$ cat config.mk
export PLATFORM = sky130hd
export DESIGN_NAME = alu_seq
export DESIGN_NICKNAME = d
export VERILOG_FILES = /design/src/rtl/alu_seq_pkg.sv /design/src/rtl/alu_shift_iter.sv /design/src/rtl/alu_seq.sv
export SDC_FILE = /design/constraint.sdc
export NUM_CORES = 1
export LEC_CHECK = 0
export CORE_MARGIN = 8
export CORE_UTILIZATION = 50
export CTS_BUF_LIST = sky130_fd_sc_hd__clkbuf_8
export DETAILED_ROUTE_END_ITERATION = 8
export GPL_ROUTABILITY_DRIVEN = 0
export PLACE_DENSITY = 0.73
export SETUP_SLACK_MARGIN = 0.5
export SYNTH_ARGS = -nofsm -noshare
export SYNTH_HDL_FRONTEND = slang
export SYNTH_SLANG_ARGS = --single-unit
$ cat constraint.sdc
create_clock -name clk -period 6 [get_ports clk]
set_input_delay 1.5 -clock clk [delete_from_list [all_inputs] [get_ports clk]]
set_output_delay 1.5 -clock clk [all_outputs]
set_load 0.1 [all_outputs]
$ cat src/rtl/alu_seq_pkg.sv
// rtl/alu_seq_pkg.sv - shared opcodes, FSM states and shift direction for the ALU execute stage
package alu_seq_pkg;

  localparam int OP_WIDTH = 4;

  // Opcodes produced by the ALU control decoder.
  localparam logic [OP_WIDTH-1:0] ALU_ADD = 4'b0000;
  localparam logic [OP_WIDTH-1:0] ALU_SUB = 4'b0001;
  localparam logic [OP_WIDTH-1:0] ALU_LUI = 4'b1000;
  localparam logic [OP_WIDTH-1:0] ALU_OR  = 4'b1001;
  localparam logic [OP_WIDTH-1:0] ALU_AND = 4'b1010;
  localparam logic [OP_WIDTH-1:0] ALU_XOR = 4'b1011;
  localparam logic [OP_WIDTH-1:0] ALU_SLL = 4'b1100;
  localparam logic [OP_WIDTH-1:0] ALU_SRL = 4'b1101;

  typedef enum logic [1:0] {
    ST_IDLE  = 2'b00,
    ST_SHIFT = 2'b01,
    ST_DONE  = 2'b10
  } state_e;

  typedef enum logic {
    SHIFT_LEFT  = 1'b0,
    SHIFT_RIGHT = 1'b1
  } shift_dir_e;

  function automatic logic op_is_shift(input logic [OP_WIDTH-1:0] op);
    return (op == ALU_SLL) || (op == ALU_SRL);
  endfunction

endpackage

$ cat src/rtl/alu_shift_iter.sv
// rtl/alu_shift_iter.sv - one-bit-per-cycle shifter owning the accumulator and remaining-count
module alu_shift_iter
  import alu_seq_pkg::*;
#(
  parameter int DATA_WIDTH  = 32,
  parameter int SHAMT_WIDTH = 5
) (
  input  logic                   clk,
  input  logic                   reset,
  input  logic                   load_i,
  input  shift_dir_e             dir_i,
  input  logic [DATA_WIDTH-1:0]  value_i,
  input  logic [SHAMT_WIDTH-1:0] shamt_i,
  output logic                   finished_o,
  output logic [DATA_WIDTH-1:0]  value_o
);

  logic [DATA_WIDTH-1:0]  acc_q, acc_d;
  logic [SHAMT_WIDTH-1:0] cnt_q, cnt_d;
  shift_dir_e             dir_q, dir_d;
  logic [DATA_WIDTH-1:0]  acc_shifted;

  assign acc_shifted = (dir_q == SHIFT_RIGHT) ? (acc_q >> 1) : (acc_q << 1);

  // The step that takes the count from 1 to 0 is the last one; its result is
  // presented combinationally so the owner can capture it on that same edge.
  assign finished_o = (cnt_q == SHAMT_WIDTH'(1));
  assign value_o    = acc_shifted;

  always_comb begin
    acc_d = acc_q;
    cnt_d = cnt_q;
    dir_d = dir_q;
    if (load_i) begin
      acc_d = value_i;
      cnt_d = shamt_i;
      dir_d = dir_i;
    end else if (cnt_q != '0) begin
      acc_d = acc_shifted;
      cnt_d = cnt_q - SHAMT_WIDTH'(1);
    end
  end

  always_ff @(posedge clk) begin
    if (reset) begin
      acc_q <= '0;
      cnt_q <= '0;
      dir_q <= SHIFT_LEFT;
    end else begin
      acc_q <= acc_d;
      cnt_q <= cnt_d;
      dir_q <= dir_d;
    end
  end

endmodule

$ cat src/rtl/alu_seq.sv
// rtl/alu_seq.sv - sequential ALU execute stage with start/busy/done handshake
// ALU_SHIFT_FAST_EN: use a single-cycle barrel shifter instead of the iterative shifter.
module alu_seq
  import alu_seq_pkg::*;
#(
  parameter int DATA_WIDTH  = 32,
  parameter int SHAMT_WIDTH = 5
) (
  input  logic                  clk,
  input  logic                  reset,
  input  logic                  start_i,
  input  logic [OP_WIDTH-1:0]   ALU_Operation_i,
  input  logic [DATA_WIDTH-1:0] A_i,
  input  logic [DATA_WIDTH-1:0] B_i,
  output logic                  busy_o,
  output logic                  done_o,
  output logic [DATA_WIDTH-1:0] result_o,
  output logic                  zero_o
);

  state_e                 state_q, state_d;
  logic [DATA_WIDTH-1:0]  result_q, result_d;
  logic                   zero_q, zero_d;
  logic [DATA_WIDTH-1:0]  op_res;
  logic [SHAMT_WIDTH-1:0] shamt;

  assign shamt = B_i[SHAMT_WIDTH-1:0];

  // Single-cycle result; iterative shifts only use this path when shamt is 0.
  always_comb begin
    op_res = '0;
    case (ALU_Operation_i)
      ALU_ADD: op_res = A_i + B_i;
      ALU_SUB: op_res = A_i - B_i;
      ALU_LUI: op_res = B_i;
      ALU_OR:  op_res = A_i | B_i;
      ALU_AND: op_res = A_i & B_i;
      ALU_XOR: op_res = A_i ^ B_i;
`ifdef ALU_SHIFT_FAST_EN
      ALU_SLL: op_res = A_i << shamt;
      ALU_SRL: op_res = A_i >> shamt;
`else
      ALU_SLL, ALU_SRL: op_res = A_i;
`endif
      default: op_res = '0;
    endcase
  end

`ifndef ALU_SHIFT_FAST_EN
  logic                  shift_load;
  logic                  shift_finished;
  logic [DATA_WIDTH-1:0] shift_value;
  shift_dir_e            shift_dir;

  assign shift_dir = (ALU_Operation_i == ALU_SRL) ? SHIFT_RIGHT : SHIFT_LEFT;

  alu_shift_iter #(
    .DATA_WIDTH (DATA_WIDTH),
    .SHAMT_WIDTH(SHAMT_WIDTH)
  ) u_shift (
    .clk       (clk),
    .reset     (reset),
    .load_i    (shift_load),
    .dir_i     (shift_dir),
    .value_i   (A_i),
    .shamt_i   (shamt),
    .finished_o(shift_finished),
    .value_o   (shift_value)
  );
`endif

  always_comb begin
    state_d  = state_q;
    result_d = result_q;
`ifndef ALU_SHIFT_FAST_EN
    shift_load = 1'b0;
`endif
    case (state_q)
      ST_IDLE, ST_DONE: begin
        if (start_i) begin
          state_d  = ST_DONE;
          result_d = op_res;
`ifndef ALU_SHIFT_FAST_EN
          if (op_is_shift(ALU_Operation_i) && (shamt != '0)) begin
            state_d    = ST_SHIFT;
            result_d   = result_q;
            shift_load = 1'b1;
          end
`endif
        end else begin
          state_d = ST_IDLE;
        end
      end
      ST_SHIFT: begin
`ifndef ALU_SHIFT_FAST_EN
        // start_i is deliberately not looked at here: requests during a shift are dropped.
        if (shift_finished) begin
          state_d  = ST_DONE;
          result_d = shift_value;
        end
`else
        state_d = ST_IDLE;
`endif
      end
      default: state_d = ST_IDLE;
    endcase
    zero_d = (result_d == '0);
  end

  always_ff @(posedge clk) begin
    if (reset) begin
      state_q  <= ST_IDLE;
      result_q <= '0;
      zero_q   <= 1'b1;
    end else begin
      state_q  <= state_d;
      result_q <= result_d;
      zero_q   <= zero_d;
    end
  end

`ifdef ALU_SHIFT_FAST_EN
  assign busy_o = 1'b0;
`else
  assign busy_o = (state_q == ST_SHIFT);
`endif
  assign done_o   = (state_q == ST_DONE);
  assign result_o = result_q;
  assign zero_o   = zero_q;

endmodule

## After elaboration in Yosys (flattened, before gate mapping)

Cells that the tools add are included.

- Shifts and indexed selects: 0
- Muxes and demuxes: 18
- Bitwise operators: 3
- Add/subtract/negate cells: 3
- Divide/modulo/power cells: 0
- Eq/ne operators: 11
- Multiply operators: 0
- Reduce and logical (&&, ||, !) cells: 10
- $lt $le $gt $ge: 0

Operators with widths:

| cell | number |
|---|---|
| $pmux W32 S7 | 1 |
| $mux W32 | 6 |
| $pmux W32 S2 | 1 |
| $add A32 B32 Y32 | 1 |
| $and A32 B32 Y32 | 1 |
| $logic_not A32 Y1 | 1 |
| $or A32 B32 Y32 | 1 |
| $sub A32 B32 Y32 | 1 |
| $xor A32 B32 Y32 | 1 |
| $eq A4 B4 Y1 const B | 6 |
| $mux W5 | 2 |
| $reduce_bool A5 Y1 | 2 |
| $mux W2 | 3 |
| $eq A5 B1 Y1 const B | 1 |
| $sub A5 B1 Y5 const B | 1 |
| $eq A4 B1 Y1 const B | 1 |
| $logic_not A4 Y1 | 1 |
| $mux W1 | 4 |
| $pmux W2 S2 | 1 |
| $reduce_or A2 Y1 | 2 |
| $eq A2 B1 Y1 const B | 1 |
| $eq A2 B2 Y1 const B | 1 |
| $logic_not A2 Y1 | 1 |
| $ne A2 B1 Y1 const B | 1 |
| other kinds (3) | 3 |

- Output and inout bits: 35
- Bits in writable memories: 0
- Memories kept: 0
- Register bits: 73
- Latch bits: 0
- Bits in read-only memories: 0

## Depth between registers and ports, before layout

Gate-level depths: netlist (run 1).

- Depth after elaboration: 7
- Mapped depth: 19

## By module

Synthesis (run 1) repeated with hierarchy kept, for this count alone.

- Cells, all modules: 1194
- Area, all modules: 9021.2 um^2

By module, submodules not included:

| module | seq. area each (um^2) | times used | area each (um^2) | cells each |
|---|---|---|---|---|
| alu_seq | 700.7 | 1 | 6735.2 | 932 |
| alu_shift_iter | 760.7 | 1 | 2285.9 | 262 |

## Worst setup path after synthesis (run 1)

No wires, ideal clock.

- Path type: input port to flip-flop
- From: in B_i[4]
- To: reg zero_q, in the netlist zero_o
- Path slack: 0.507 ns
- Setup time: 0.096 ns
- Arrival: 5.397 ns
- Cell stages on the path: 18
- Cell sequence: or3_1 > nor3b_1 > nand3_1 > or3_1 > o41ai_1 > xnor2_1 > ha_1 > clkbuf_1 > nand2_1 > nor2_1 > a211oi_1 > a21boi_0 > o22ai_1 > nor4_1 > a311o_1 > nor4_1 > nand4_1 > o41ai_2

- Word-level cells in the longest chain between the ends: 6
- Elaborated cells on any way between the ends: 12
- Classes of those cells: add/sub: 2; mux: 4; bitwise: 3; reduce/logical: 3

Ends and longest elaborated chain:

| what | line | RTL |
|---|---|---|
| start, declared | alu_seq.sv:14 | `input logic [DATA_WIDTH-1:0] B_i,` |
| $sub A32 B32 Y32, or another cell as far along | alu_seq.sv:34 | `ALU_SUB: op_res = A_i - B_i;` |
| $pmux W32 S7 / $logic_and A1 B1 Y1 (equally long branches) | alu_seq.sv:32, alu_seq.sv:84 |  |
| $mux W32 (*) | alu_seq.sv:84 | `if (op_is_shift(ALU_Operation_i) && (shamt != '0)) begin` |
| $mux W32 (*) | alu_seq.sv:80 | `if (start_i) begin` |
| $pmux W32 S2 (*) | alu_seq.sv:78 | `case (state_q)` |
| $logic_not A32 Y1 (*) | alu_seq.sv:107 | `zero_d = (result_d == '0);` |
| end signal, assigned | alu_seq.sv:118 | `zero_q <= zero_d;` |
| end, declared | alu_seq.sv:23 | `logic zero_q, zero_d;` |

Every way passes the cells marked *; elsewhere a longest branch is shown, timed or not.
A chain may end at the register's enable or synchronous reset.

## Final worst setup path (run 1)

- From: in B_i[8]
- To: reg zero_q, in the netlist zero_o

- Word-level cells in the longest chain between the ends: 6
- Elaborated cells on any way between the ends: 10
- Classes of those cells: add/sub: 2; mux: 4; bitwise: 3; reduce/logical: 1

Ends and longest elaborated chain:

| what | line | RTL |
|---|---|---|
| $sub A32 B32 Y32, or another cell as far along | alu_seq.sv:34 |  |
| $pmux W32 S7 (*) | alu_seq.sv:32 | `case (ALU_Operation_i)` |
| $mux W32 (*) | alu_seq.sv:84 |  |
| $mux W32 (*) | alu_seq.sv:80 |  |
| $pmux W32 S2 (*) | alu_seq.sv:78 |  |
| $logic_not A32 Y1 (*) | alu_seq.sv:107 |  |

Marks and branches as above.

==> impl_metrics.toml, run 1 <==
[run_status]
status = "finished, final reports clean"

[power_and_ir_drop]
p_seq_share_pct = 26.3
power.internal_uw = 1375
max-vdd-ir-drop_uv = 254.3
swShare_pct = 45.17
power_density_nw_per_um2 = 231.9
clkPwrFrac_pct = 18.9
combPwrFrac_pct = 54.8
p_leak_uw = 0.004517
power.switching_uw = 1133

[routing]
drt-pass1-iter-count = 5
wl_per_cell_um = 21.76
viasPerCell = 6.401
top_layer_used = "met5"
routed_wl_um = 33070
drc = 0
met2_length_um = 13770
dr_total_vias = 9730
drtIter0Drc = 1587
postRouteAntennaNets = 0
wl_met3_um = 4404
wl_met1_um = 13880

[worst_hold_path]
hp-class = "flop to flop"

[placement]
hpwl_um = 25040
port_buffers = 105
place_ws_ns = -0.2687
placedCellCount = 1494

[setup_path]
path_delay_family = "simple AND/OR/NAND/NOR gates"
path_cells = "clkdlybuf4s50_1, nor3_2, nand2_1, nor2_4, buf_6, a21oi_1, xnor2_1, ha_1, nand2_2, or4_4, a21oi_4, buf_4, a2111oi_0, a211oi_2, o211ai_1, nor4_1, and3_1, nand4_1, o41ai_2"
path_class = "input pin to flop"
crit_required_ns = 6.29
cp-end-kind = "flop"
critPathSlowestCell = "or4_4"
startpoint_type = "input pin"
worstPathArrival_ns = 5.61
path_max_fanout = 6
slowest_delay_ns = 0.56
worst-path-buf-inv = 3

[cells_and_area]
antenna_cells = 0
stdcell_count = 1520
drive_above_1_share_pct = 15.31
fin_nets = 1466
finish.utilization_pct = 65.23
area_growth_pct = 27.96

[sta]
worst_slack_ns = 0.6810
finalSetupViolCount = 0
fin_crit_sh_pct = 88.65
clock.fmax_ghz = 0.1880
final_hold_viol_count = 0
finalClockSkew_ns = 0.01610
slew_viol_final = 0
max_slew_margin_pct = 23.24
rsz0062_at_grt = "no"
worst_pin_slew_ns = 1.151
layout_min_cycle_time_ns = 5.319

[yosys]
synth_warnings = 0
avgSynthCellArea_um2 = 7.332
synth_cell_types = 83
netlist_instances = 1153
synth_seq_area_share_pct = 17.29
syn_nets = 1324
ys_ff_latch = 73
synth_edf_count = 0
synthArstFlopShare_pct = 0
synthFlopType = "dfxtp_1"
netlist_area_um2 = 8454

[floorplan]
die_x_um = 146.0
die_y_um = 146.0
die_area_um2 = 21330
fp-row-count = 47
core_area_um2 = 16580
ios = 106
start_util_pct = 50.98

[global_routing]
grt_overflow = 0
grt_pass1_vias = 9147
track_usage_pct = 29.82
antenna_found_initial = 1
grt_pass1_wl_um = 51030
grt_max_degree = 62

[clock_tree]
postCtsHoldBufs = 0
cts_root_buf = "clkbuf_8"
clock_path_buffers = 2
clk_latency_ns = 0.38
cts_tree = "done"
cts_made_buffers = 9
clkSlewWorstSetupHoldPaths_ns = 0.09
htreeDepth = 3
clkSinkCount = 73

[job]
maxCapViolations = 0
-- timing repair --
item,CTS,global route
setup endpoints to repair,3,3
resized for setup,45,35
pin swaps,21,25
gates cloned,0,0
hold endpoints to repair,0,0
setup buffers,7,3
-- Yosys cell counts (all sizes together), types with 6 or more instances --
library cell	n	area (µm²)
a21oi	106	541.8
o22ai	10	62.56
nand4	14	93.84
nor2b	10	62.56
and3	7	43.79
or3	8	50.05
o21a	9	67.56
nand2b	11	68.82
dfxtp	73	1461
a211oi	50	380.4
nor4	9	56.30
mux2i	38	380.4
xor2	6	52.55
a221oi	26	227.7
o21ai	42	214.0
mux2	10	112.6
nand3	27	135.1
a21o	7	52.55
buf	23	120.1
nand2	76	285.3
inv	77	289.0
or4	7	52.55
xnor2	36	315.3
a2111oi	7	61.31
nor3	13	65.06
a31oi	10	62.56
and2	17	106.4
o31ai	13	102.6
a22oi	24	180.2
clkbuf	53	198.9
ha	99	1239
o221ai	7	61.31
nor2	155	581.8
-- registers in the layout (all words and copies together) (netlist names) --
register       flops
u_shift.acc_q     32
u_shift.dir_q      1
zero_o             1
state_q            2
u_shift.cnt_q      5
result_o          32
-- worst reg2reg max path: stages (launching register included) --
cell      delay [ns]
dfxtp_1         0.36
inv_1           0.07
ha_1            0.18
nor4b_2         0.18
nand2_1         0.72
buf_4           0.34
o21ai_0         0.12
a211oi_1        0.32
nand4_1         0.29
nor4_4          0.33
and3_1          0.21
nand4_1         0.12
o41ai_2         0.22
-- per-layer routing --
metal	up-vias	global-route usage [%]
met1	4547	40.54
met4	2	10.92
met3	93	9.734
li1	4505	-
met2	583	42.91
met5	-	0
-- final cells by class --
type / instances / area, µm²
well taps: 220 / 275.3
repair buffers: 207 / 1856
fillers: 1434 / 5766
multi-input cells: 927 / 6705
clock buffers: 11 / 151.4
flip-flops and latches: 73 / 1463
clock inverters: 5 / 78.83
inverters: 77 / 289.0
-- kinds of logic after synthesis --
kind of cell             after synthesis  share of synthesized area [%]
multiplexers                          48                          5.831
adder cells (fa/ha/maj)              100                          14.89
AND/OR/NAND/NOR                      381                          21.76
AO/OA/AOI/OAI                        356                          28.70
buffers and inverters                153                          7.192
flip-flops                            73                          17.29
XOR/XNOR                              42                          4.351
-- stage by stage --
stage                     instance area [µm²]  total power (µW)  hold WS [ns]  TNS (ns)
after floorplan                          8454              1554        0.4883         0
after global placement                  10220              1932        0.5064   -0.1957
after detailed placement                10220              1955        0.5146   -0.3223
after CTS                               10680              2459        0.5265         0
after global routing                    10820              2666        0.5744         0
final                                   10820              2508        0.5262         0
-- path summary, 6_finish.rpt --
check | slack, ns | from | endpoint | depth (start not counted)
worst min-delay path | 0.53 | u_shift.cnt_q[4] | u_shift.cnt_q[4] | 2
worst max register to register | 2.45 | u_shift.cnt_q[1] | zero_o | 12
worst max-delay path | 0.68 | B_i[8] | zero_o | 19
worst min register to register | 0.53 | u_shift.cnt_q[4] | u_shift.cnt_q[4] | 2
-- power groups by stage --
stage	logic (µW)	registers [µW]	clock network, µW
2_1_floorplan	833	720	0
3_3_place_gp	1270	663	0
3_5_place_dp	1290	664	0
4_1_cts	1330	654	476
5_1_grt	1500	667	498
6_report	1380	659	474
-- cell usage in the layout (no fill, tap or decap), types with 36 or more instances in the layout --
cell,count
nand2_1,75
xnor2_1,36
a21oi_1,95
dfxtp_1,72
clkdlybuf4s50_1,95
inv_1,76
ha_1,97
a211oi_1,43
buf_4,97
nor2_1,152
mux2i_1,38
Note: power is estimated with default switching activity, not from simulation.
==> run 2: changes to the inputs <==
--- a/config.mk
+++ b/config.mk
@@ -10,7 +10,7 @@
 export CTS_BUF_LIST = sky130_fd_sc_hd__clkbuf_8
 export DETAILED_ROUTE_END_ITERATION = 8
 export GPL_ROUTABILITY_DRIVEN = 0
-export PLACE_DENSITY = 0.73
+export PLACE_DENSITY_LB_ADDON = 0.1
 export SETUP_SLACK_MARGIN = 0.5
 export SYNTH_ARGS = -nofsm -noshare
 export SYNTH_HDL_FRONTEND = slang
==> impl_metrics.toml, run 2 (synthesized netlist as in run 1, its figures left out) <==
[global_routing]
grtUsageMet1_pct = 42.27
grt_use_met3_pct = 10.32
grt_overflow = 0
grt_pass1_vias = 8809
grt_pass1_wl_um = 50830
track_usage_pct = 29.72
antenna_found_initial = 1
grt_use_met2_pct = 40.37
grt_max_degree = 62
grt.busiest_layer = "met1"

[cells_and_area]
layout.area.seq_um2 = 1463
area_growth_pct = 27.47
final_common_cell = "nor2_1"
fin_area_um2 = 10780
most-common-layout-cells = "nor2_1, a21oi_1, buf_4, ha_1, clkdlybuf4s50_1"
fillers = 1538
drive_above_1_share_pct = 15.25
multi_input_area_um2 = 6706
fin_nets = 1465

[sta]
rsz0062_at_grt = "no"
fin_tns_setup_ns = 0
max_slew_margin_pct = 20.82
finalClockSkew_ns = 0.01386
fin_crit_sh_pct = 89.88
final_hold_viol_count = 0
clock.fmax_ghz = 0.1854
finalSetupViolCount = 0
worst_pin_slew_ns = 1.188
slew_viol_final = 0
layout_min_cycle_time_ns = 5.393
worst_slack_ns = 0.6072

[power_and_ir_drop]
max-vdd-ir-drop_uv = 333.6
power.switching_uw = 1149
clkPwrFrac_pct = 17.4
power.internal_uw = 1314
p_leak_uw = 0.004510
swShare_pct = 46.65
total_power_uw = 2464
power_density_nw_per_um2 = 228.6
p_seq_share_pct = 26.8
combPwrFrac_pct = 55.8

[job]
maxCapViolations = 0

[floorplan]
die_x_um = 146.0
die_area_um2 = 21330
core_area_um2 = 16580
fp-row-count = 47
start_util_pct = 50.98
die_y_um = 146.0
ios = 106

[placement]
place_ws_ns = -0.2770
hpwl_um = 24660
port_buffers = 105
postPlaceCellArea_um2 = 10210

[setup_path]
worstPathArrival_ns = 5.70
path_class = "input pin to flop"
cp-end-kind = "flop"
startpoint_type = "input pin"
path_max_fanout = 5
crit_required_ns = 6.30

[routing]
viasPerCell = 6.365
drt-pass1-iter-count = 9
dr_total_vias = 9669
routed_wl_um = 33210
drtIter0Drc = 1228
wl_per_cell_um = 21.86
drc = 0
postRouteAntennaNets = 0

[clock_tree]
cts_tree = "done"
clock_path_buffers = 2
clk_latency_ns = 0.39
clkSlewWorstSetupHoldPaths_ns = 0.10
htreeDepth = 3
clkSinkCount = 73
cts_made_buffers = 9
postCtsHoldBufs = 0
cts_root_buf = "clkbuf_8"

[worst_hold_path]
hp-class = "flop to flop"

[run_status]
status = "finished, final reports clean"
[run 2: changes by cell type in the layout (fill, tap and decap cells not counted), moves of 2 or more]
cell | before | now
clkbuf_2 | 0 | 2
dlymetal6s2s_1 | 5 | 8
a21oi_1 | 95 | 98
a21oi_2 | 10 | 7
inv_1 | 76 | 74
dlygate4sd2_1 | 4 | 0
ha_4 | 0 | 2
clkinv_2 | 0 | 2
ha_1 | 97 | 94
[run 2: stage by stage]
stage	cells	hold WS (ns)	util, %
final	1519	0.5331	64.98
after global placement	1493	0.5105	61.56
after CTS	1508	0.5428	63.23
after global routing	1518	0.5776	64.97
after detailed placement	1493	0.5313	61.56
after floorplan	1153	0.4883	-
[run 2: power groups by stage]
stage / clock (µW) / combinational [µW] / sequential [µW]
floorplan: 0 / 833 / 720
global placement: 0 / 1270 / 663
detailed placement: 0 / 1290 / 664
CTS: 427 / 1310 / 654
global route: 449 / 1500 / 665
finish: 429 / 1380 / 659
[run 2: path summary, 6_finish.rpt]
check	from	end	cells past startpoint	slack, ns
setup / recovery	B_i[3]	zero_o	18	0.61
hold / removal	u_shift.cnt_q[4]	u_shift.cnt_q[4]	2	0.53
setup reg to reg	u_shift.cnt_q[0]	zero_o	12	2.41
hold reg to reg	u_shift.cnt_q[4]	u_shift.cnt_q[4]	2	0.53
[run 2: final cells by class]
type                       instances  area share [%]
multi-input combinational        927           62.23
timing repair buffer             206           17.14
sequential                        73           13.57
inverter                          77           2.682
tap                              220           2.554
clock buffer                      10           1.277
clock inverter                     5          0.5225
antenna                            1         0.02322
[run 2: routing by layer]
metal | share of wire, % | wire length (µm)
met2 | 41 | 13490
met5 | 0 | 0
met3 | 13 | 4252
met4 | 2.4 | 787
met1 | 44 | 14680
[run 2: critical path, stage by stage]
cell	delay (ns)
clkbuf_2	0.09
or3_4	0.42
or4_4	0.52
nor2_4	0.15
buf_6	0.12
a21oi_1	0.07
xnor2_1	0.14
ha_1	0.38
nand4_1	0.16
or4_4	0.47
a21oi_4	0.16
a211o_1	0.20
o22ai_2	0.10
buf_4	0.15
a311o_1	0.36
nor4_2	0.28
nand4_1	0.14
o41ai_2	0.28
[run 2: repair_timing]
item                                    CTS  global route
endpoints found under the setup margin    2             3
gates resized for setup                  20            59
pin swaps                                 3            36
setup buffers                             0            10
==> run 3: changes to the inputs <==
--- a/config.mk
+++ b/config.mk
@@ -6,11 +6,11 @@
 export NUM_CORES = 1
 export LEC_CHECK = 0
 export CORE_MARGIN = 8
-export CORE_UTILIZATION = 50
+export CORE_UTILIZATION = 40
 export CTS_BUF_LIST = sky130_fd_sc_hd__clkbuf_8
 export DETAILED_ROUTE_END_ITERATION = 8
 export GPL_ROUTABILITY_DRIVEN = 0
-export PLACE_DENSITY_LB_ADDON = 0.1
+export PLACE_DENSITY = 0.66
 export SETUP_SLACK_MARGIN = 0.5
 export SYNTH_ARGS = -nofsm -noshare
 export SYNTH_HDL_FRONTEND = slang
==> impl_metrics.toml, run 3 (synthesized netlist as in run 1, its figures left out) <==
[placement]
place_ws_ns = -0.1102
hpwl_um = 25220
placedCellCount = 1543
port_buffers = 105

[sta]
finalSetupViolCount = 0
fin_crit_sh_pct = 89.30
finalClockSkew_ns = 0.01205
worst_pin_slew_ns = 1.159
final_hold_viol_count = 0
fin_hold_ws_ns = 0.5446
layout_min_cycle_time_ns = 5.358
worst_slack_ns = 0.6422
slew_viol_final = 0
clock.fmax_ghz = 0.1866
rsz0062_at_grt = "yes"
max_slew_margin_pct = 22.73

[setup_path]
startpoint_type = "input pin"
path_class = "input pin to flop"
crit_required_ns = 6.29
cp-end-kind = "flop"
worstPathArrival_ns = 5.65
path_max_fanout = 5

[routing]
postRouteAntennaNets = 0
drc = 0
routed_wl_um = 33140
drt-pass1-iter-count = 8
dr_total_vias = 9639
wl_per_cell_um = 21.12
drtIter0Drc = 1234
viasPerCell = 6.143

[global_routing]
track_usage_pct = 24.54
grt_overflow = 0
grt_pass1_vias = 8850
grt_pass1_wl_um = 50760
antenna_found_initial = 1
grt_max_degree = 63

[clock_tree]
clk_latency_ns = 0.38
postCtsHoldBufs = 0
cts_root_buf = "clkbuf_8"
cts_tree = "done"
clock_path_buffers = 2
clkSlewWorstSetupHoldPaths_ns = 0.09
htreeDepth = 3
clkSinkCount = 73
cts_made_buffers = 9

[cells_and_area]
fin_nets = 1460
finish.utilization_pct = 51.62
drive_above_1_share_pct = 14.61
final_common_cell = "nor2_1"
area_growth_pct = 27.54
stdcell_count = 1569
most-common-layout-cells = "nor2_1, a21oi_1, ha_1, clkdlybuf4s50_1, buf_4"
antenna_cells = 0

[floorplan]
core_area_um2 = 20890
die_y_um = 161.4
die_x_um = 161.4
fp-row-count = 53
ios = 106
start_util_pct = 40.47
die_area_um2 = 26040

[power_and_ir_drop]
p_leak_uw = 0.004488
power_density_nw_per_um2 = 229.1
max-vdd-ir-drop_uv = 153.9

[job]
maxCapViolations = 0

[run_status]
status = "finished, final reports clean"

[worst_hold_path]
hp-class = "flop to flop"
[run 3: cell count changes in the layout (fill, tap and decap cells not counted), sizes merged]
cell,previous run,this run
clkinvlp,1,3
buf,102,98
clkinv,3,0
dlymetal6s2s,8,9
clkbuf,12,11
clkdlybuf4s50,94,92
inv,77,79
diode,1,0
bufinv,1,2
[run 3: layout make-up]
class	count	area (µm²)
Clock inverter	7	95.09
Tap cell	275	344.1
Sequential cell	73	1463
Inverter	77	289.0
Fill cell	2034	10110
Multi-Input combinational cell	927	6673
Clock buffer	9	123.9
Timing Repair Buffer	201	1795
[run 3: critical path, stage by stage]
cell and delay [ns]:
dlymetal6s2s_1 0.17, or4_4 0.56, nand4b_1 0.25, nor4_2 0.36, nand4_1 0.23, o31ai_2 0.34, xnor2_1 0.12, ha_1 0.38
nor2b_1 0.18, a21oi_1 0.15, o22ai_1 0.11, a221o_1 0.28, a311o_1 0.31, nor4_2 0.30, nand4_1 0.14, o41ai_2 0.27
[run 3: power breakdown]
part           switching, µW  total (µW)  leakage [µW]  internal, µW
combinational            823        1360       0.00379           539
sequential              80.6         655      0.000598           574
clock                    219         453      0.000103           234
total                   1120        2470       0.00449          1350
[run 3: what timing repair did]
action	CTS	global route
setup buffers	0	10
endpoints found under the setup margin	2	4
pin swaps	0	42
gates resized for setup	17	64
[run 3: metrics by stage]
stage                     TNS [ns]  instance area [µm²]  power (µW)
after floorplan                  0                 8454        1554
after global placement    -0.02615                10210        1935
after detailed placement   -0.1102                10210        1957
after CTS                        0                10510        2426
after global routing             0                10780        2641
final                            0                10780        2470
[run 3: layer usage]
layer	vias up	wire length, µm	GRT usage (%)
met5	-	9	0
met4	2	1083	9.091
met3	88	3241	4.480
met2	494	14020	35.58
met1	4539	14790	35.26
li1	4516	-	-
[run 3: path summary, 6_finish.rpt]
check,startpoint,end,slack [ns],cells after the start
worst max-delay path,B_i[10],zero_o,0.64,16
worst min-delay path,u_shift.cnt_q[4],u_shift.cnt_q[4],0.54,2
worst max register to register,u_shift.cnt_q[0],zero_o,2.65,11
worst min register to register,u_shift.cnt_q[4],u_shift.cnt_q[4],0.54,2
==> patch (flow settings as in run 3) <==
`result_q` no longer has a reset.
--- a/src/rtl/alu_seq.sv
+++ b/src/rtl/alu_seq.sv
@@ -112,3 +112,2 @@
       state_q  <= ST_IDLE;
-      result_q <= '0;
       zero_q   <= 1'b1;
@@ -116,5 +115,8 @@
       state_q  <= state_d;
-      result_q <= result_d;
       zero_q   <= zero_d;
     end
+  end
+
+  always_ff @(posedge clk) begin
+    result_q <= result_d;
   end
Check against the original RTL: not equivalent (a bounded check fails within 4 cycles, from zero or initial values and one cycle with reset high).
==> patch against run 3 <==
  * Worst hold slack worse by 0.059 ns
  * Sequential cell count is the same
  * Power up 21%
  * Clock power is 2% higher
  * Critical path depth rose by 5
  * Worst setup slack got worse by 0.57 ns
  * Wire length grew 8.3%
  * Cell area rose by 12%
  * Sequential power grew 9.9%
  * Core utilization rose by 5.8 points
  * Synthesized area is 1.1% higher
  * Global-route usage up 1.5 points
==> patch: results (changes against run 3) <==
M1 WL: 15.47 mm (+4.6%)
post-placement cell area: 0.01128 sq mm (+10%)
static leakage: 5.303 nW (+18%)
overall via count from detail_route: 10.21k (+6.0%)
Port Buf Inserts: 105 (unchanged)
non-filler instance count after layout: 1701 (+8.4%)
filler cell count: 1872 (-8.0%)
wire length on met2: 15.72 mm (+12%)
clock insertion delay at the later pin of the skew report: 0.38 ns (about the same)
sequential fraction of the synthesis area: 17.09% (-0.19 points)
NumNets Final: 1592 (+9.0%)
met1 track utilization from global routing: 36.04% (+0.77 points)
Inst Count DP: 1663 (+7.8%)
Slowest cell on crit path: sky130_fd_sc_hd__or4_4
Core Util, Final: 57.38% (+5.8 points)
grt met2 use: 39.81% (+4.2 points)
number of distinct library cells after synthesis: 79 (-4.8%)
total global-route track usage: 26.02% (+1.5 points)
synth cell count leaders: sky130_fd_sc_hd__nand2_1 (120), sky130_fd_sc_hd__ha_1 (99), sky130_fd_sc_hd__nor2_1 (93)
Clk Tree Root Cell: sky130_fd_sc_hd__clkbuf_8
async set or reset register ratio after synthesis: 0% (unchanged)
share of power burned in the clock network: 15.4% (-3.0 points)
vias in the first global route: 9571 (+8.1%)
global-route wire length before repair: 54.07 mm (+6.5%)
met3 usage in global routing: 4.277% (-0.20 points)
combinational cell fraction of total power: 60.4% (+5.3 points)
Post-CTS Setup Repair Bufs: 10 (+10)
Arr. time, crit path: 6.20 ns (+0.55 ns)
peak supply drop: 234.8 uV (+53%)
number of antenna violations at the first check in global routing: 0 (-1)
Int Power: 1.601 mW (+19%)
maximum net fanout on the critical path: 4 (-1)
post-placement worst setup slack: -0.6570 ns (-0.5468 ns)
count of mapped cells out of synthesis: 1150 (-0.26%)
final number of max-transition violations: 0 (unchanged)
initial DRC count: 1368 (+11%)
worst slew slack as a fraction of its limit: 17.06% (-5.7 points)
top area cells in the synthesized netlist: sky130_fd_sc_hd__dfxtp_1 (17%), sky130_fd_sc_hd__ha_1 (14%), sky130_fd_sc_hd__a21oi_1 (5.3%)
pin count of the biggest net entering global routing: 58 (-7.9%)
proportion of layout cells with a drive suffix above 1: 24.89% (+10 points)
maximum clock skew at final layout: 0.01919 ns (+0.007143 ns)
total power divided by cell area: 247.5 mW/mm^2 (+8.0%)
Mapped Nets: 1321 (-0.23%)
total iterations of the first detailed-routing run: 5 (-3)
Worst-path clk slew: 0.08 ns
top metal layer carrying routed signals: met4
mean routed wirelength per cell: 21.10 um (-0.11%)
Max Buffers Root-to-Sink: 2 (unchanged)
dpl hpwl: 27.33 mm (+8.4%)
met3 routed WL: 3.552 mm (+9.6%)
Resize count post-CTS: 45 (+28)
result of the run: finished clean
patch: cell types whose count changed in the layout (fill, tap and decap cells not counted), moves of 16 or more:
cell | before | now
sky130_fd_sc_hd__buf_4 | 92 | 216
sky130_fd_sc_hd__nand2_1 | 75 | 115
sky130_fd_sc_hd__a21oi_1 | 99 | 79
sky130_fd_sc_hd__o211ai_1 | 5 | 29
sky130_fd_sc_hd__a221oi_1 | 26 | 10
sky130_fd_sc_hd__o21ai_0 | 28 | 52
sky130_fd_sc_hd__nor2_1 | 153 | 88
sky130_fd_sc_hd__a211oi_1 | 46 | 16
patch: cell families (layout without fill, tap and decap cells):
kind of cell	Yosys count	after routing	share of synthesized area [%]
compound gates	359	359	28.26
mux	73	73	9.220
xor+xnor	46	46	4.712
buf+inv	151	427	6.790
simple gates	348	348	19.20
fa+ha+maj	100	100	14.72
flops	73	73	17.09
patch: path summary, 6_finish.rpt:
kind	from	end	slack (ns)	cells after the start
max	B_i[2]	zero_o$_SDFF_PP1_	0.07	21
min	u_shift.acc_q[31]$_SDFFE_PP0P_	u_shift.acc_q[31]$_SDFFE_PP0P_	0.49	2
max reg2reg	u_shift.dir_q$_SDFFE_PP0P_	zero_o$_SDFF_PP1_	1.44	9
min reg2reg	u_shift.acc_q[31]$_SDFFE_PP0P_	u_shift.acc_q[31]$_SDFFE_PP0P_	0.49	2
patch: final cells by class:
class / instances / area share, %
Multi-Input combinational cell: 926 / 57.57
Timing Repair Buffer: 328 / 23.03
Sequential cell: 73 / 12.13
Tap cell: 275 / 2.852
Inverter: 83 / 2.583
Clock buffer: 11 / 1.255
Clock inverter: 5 / 0.5912
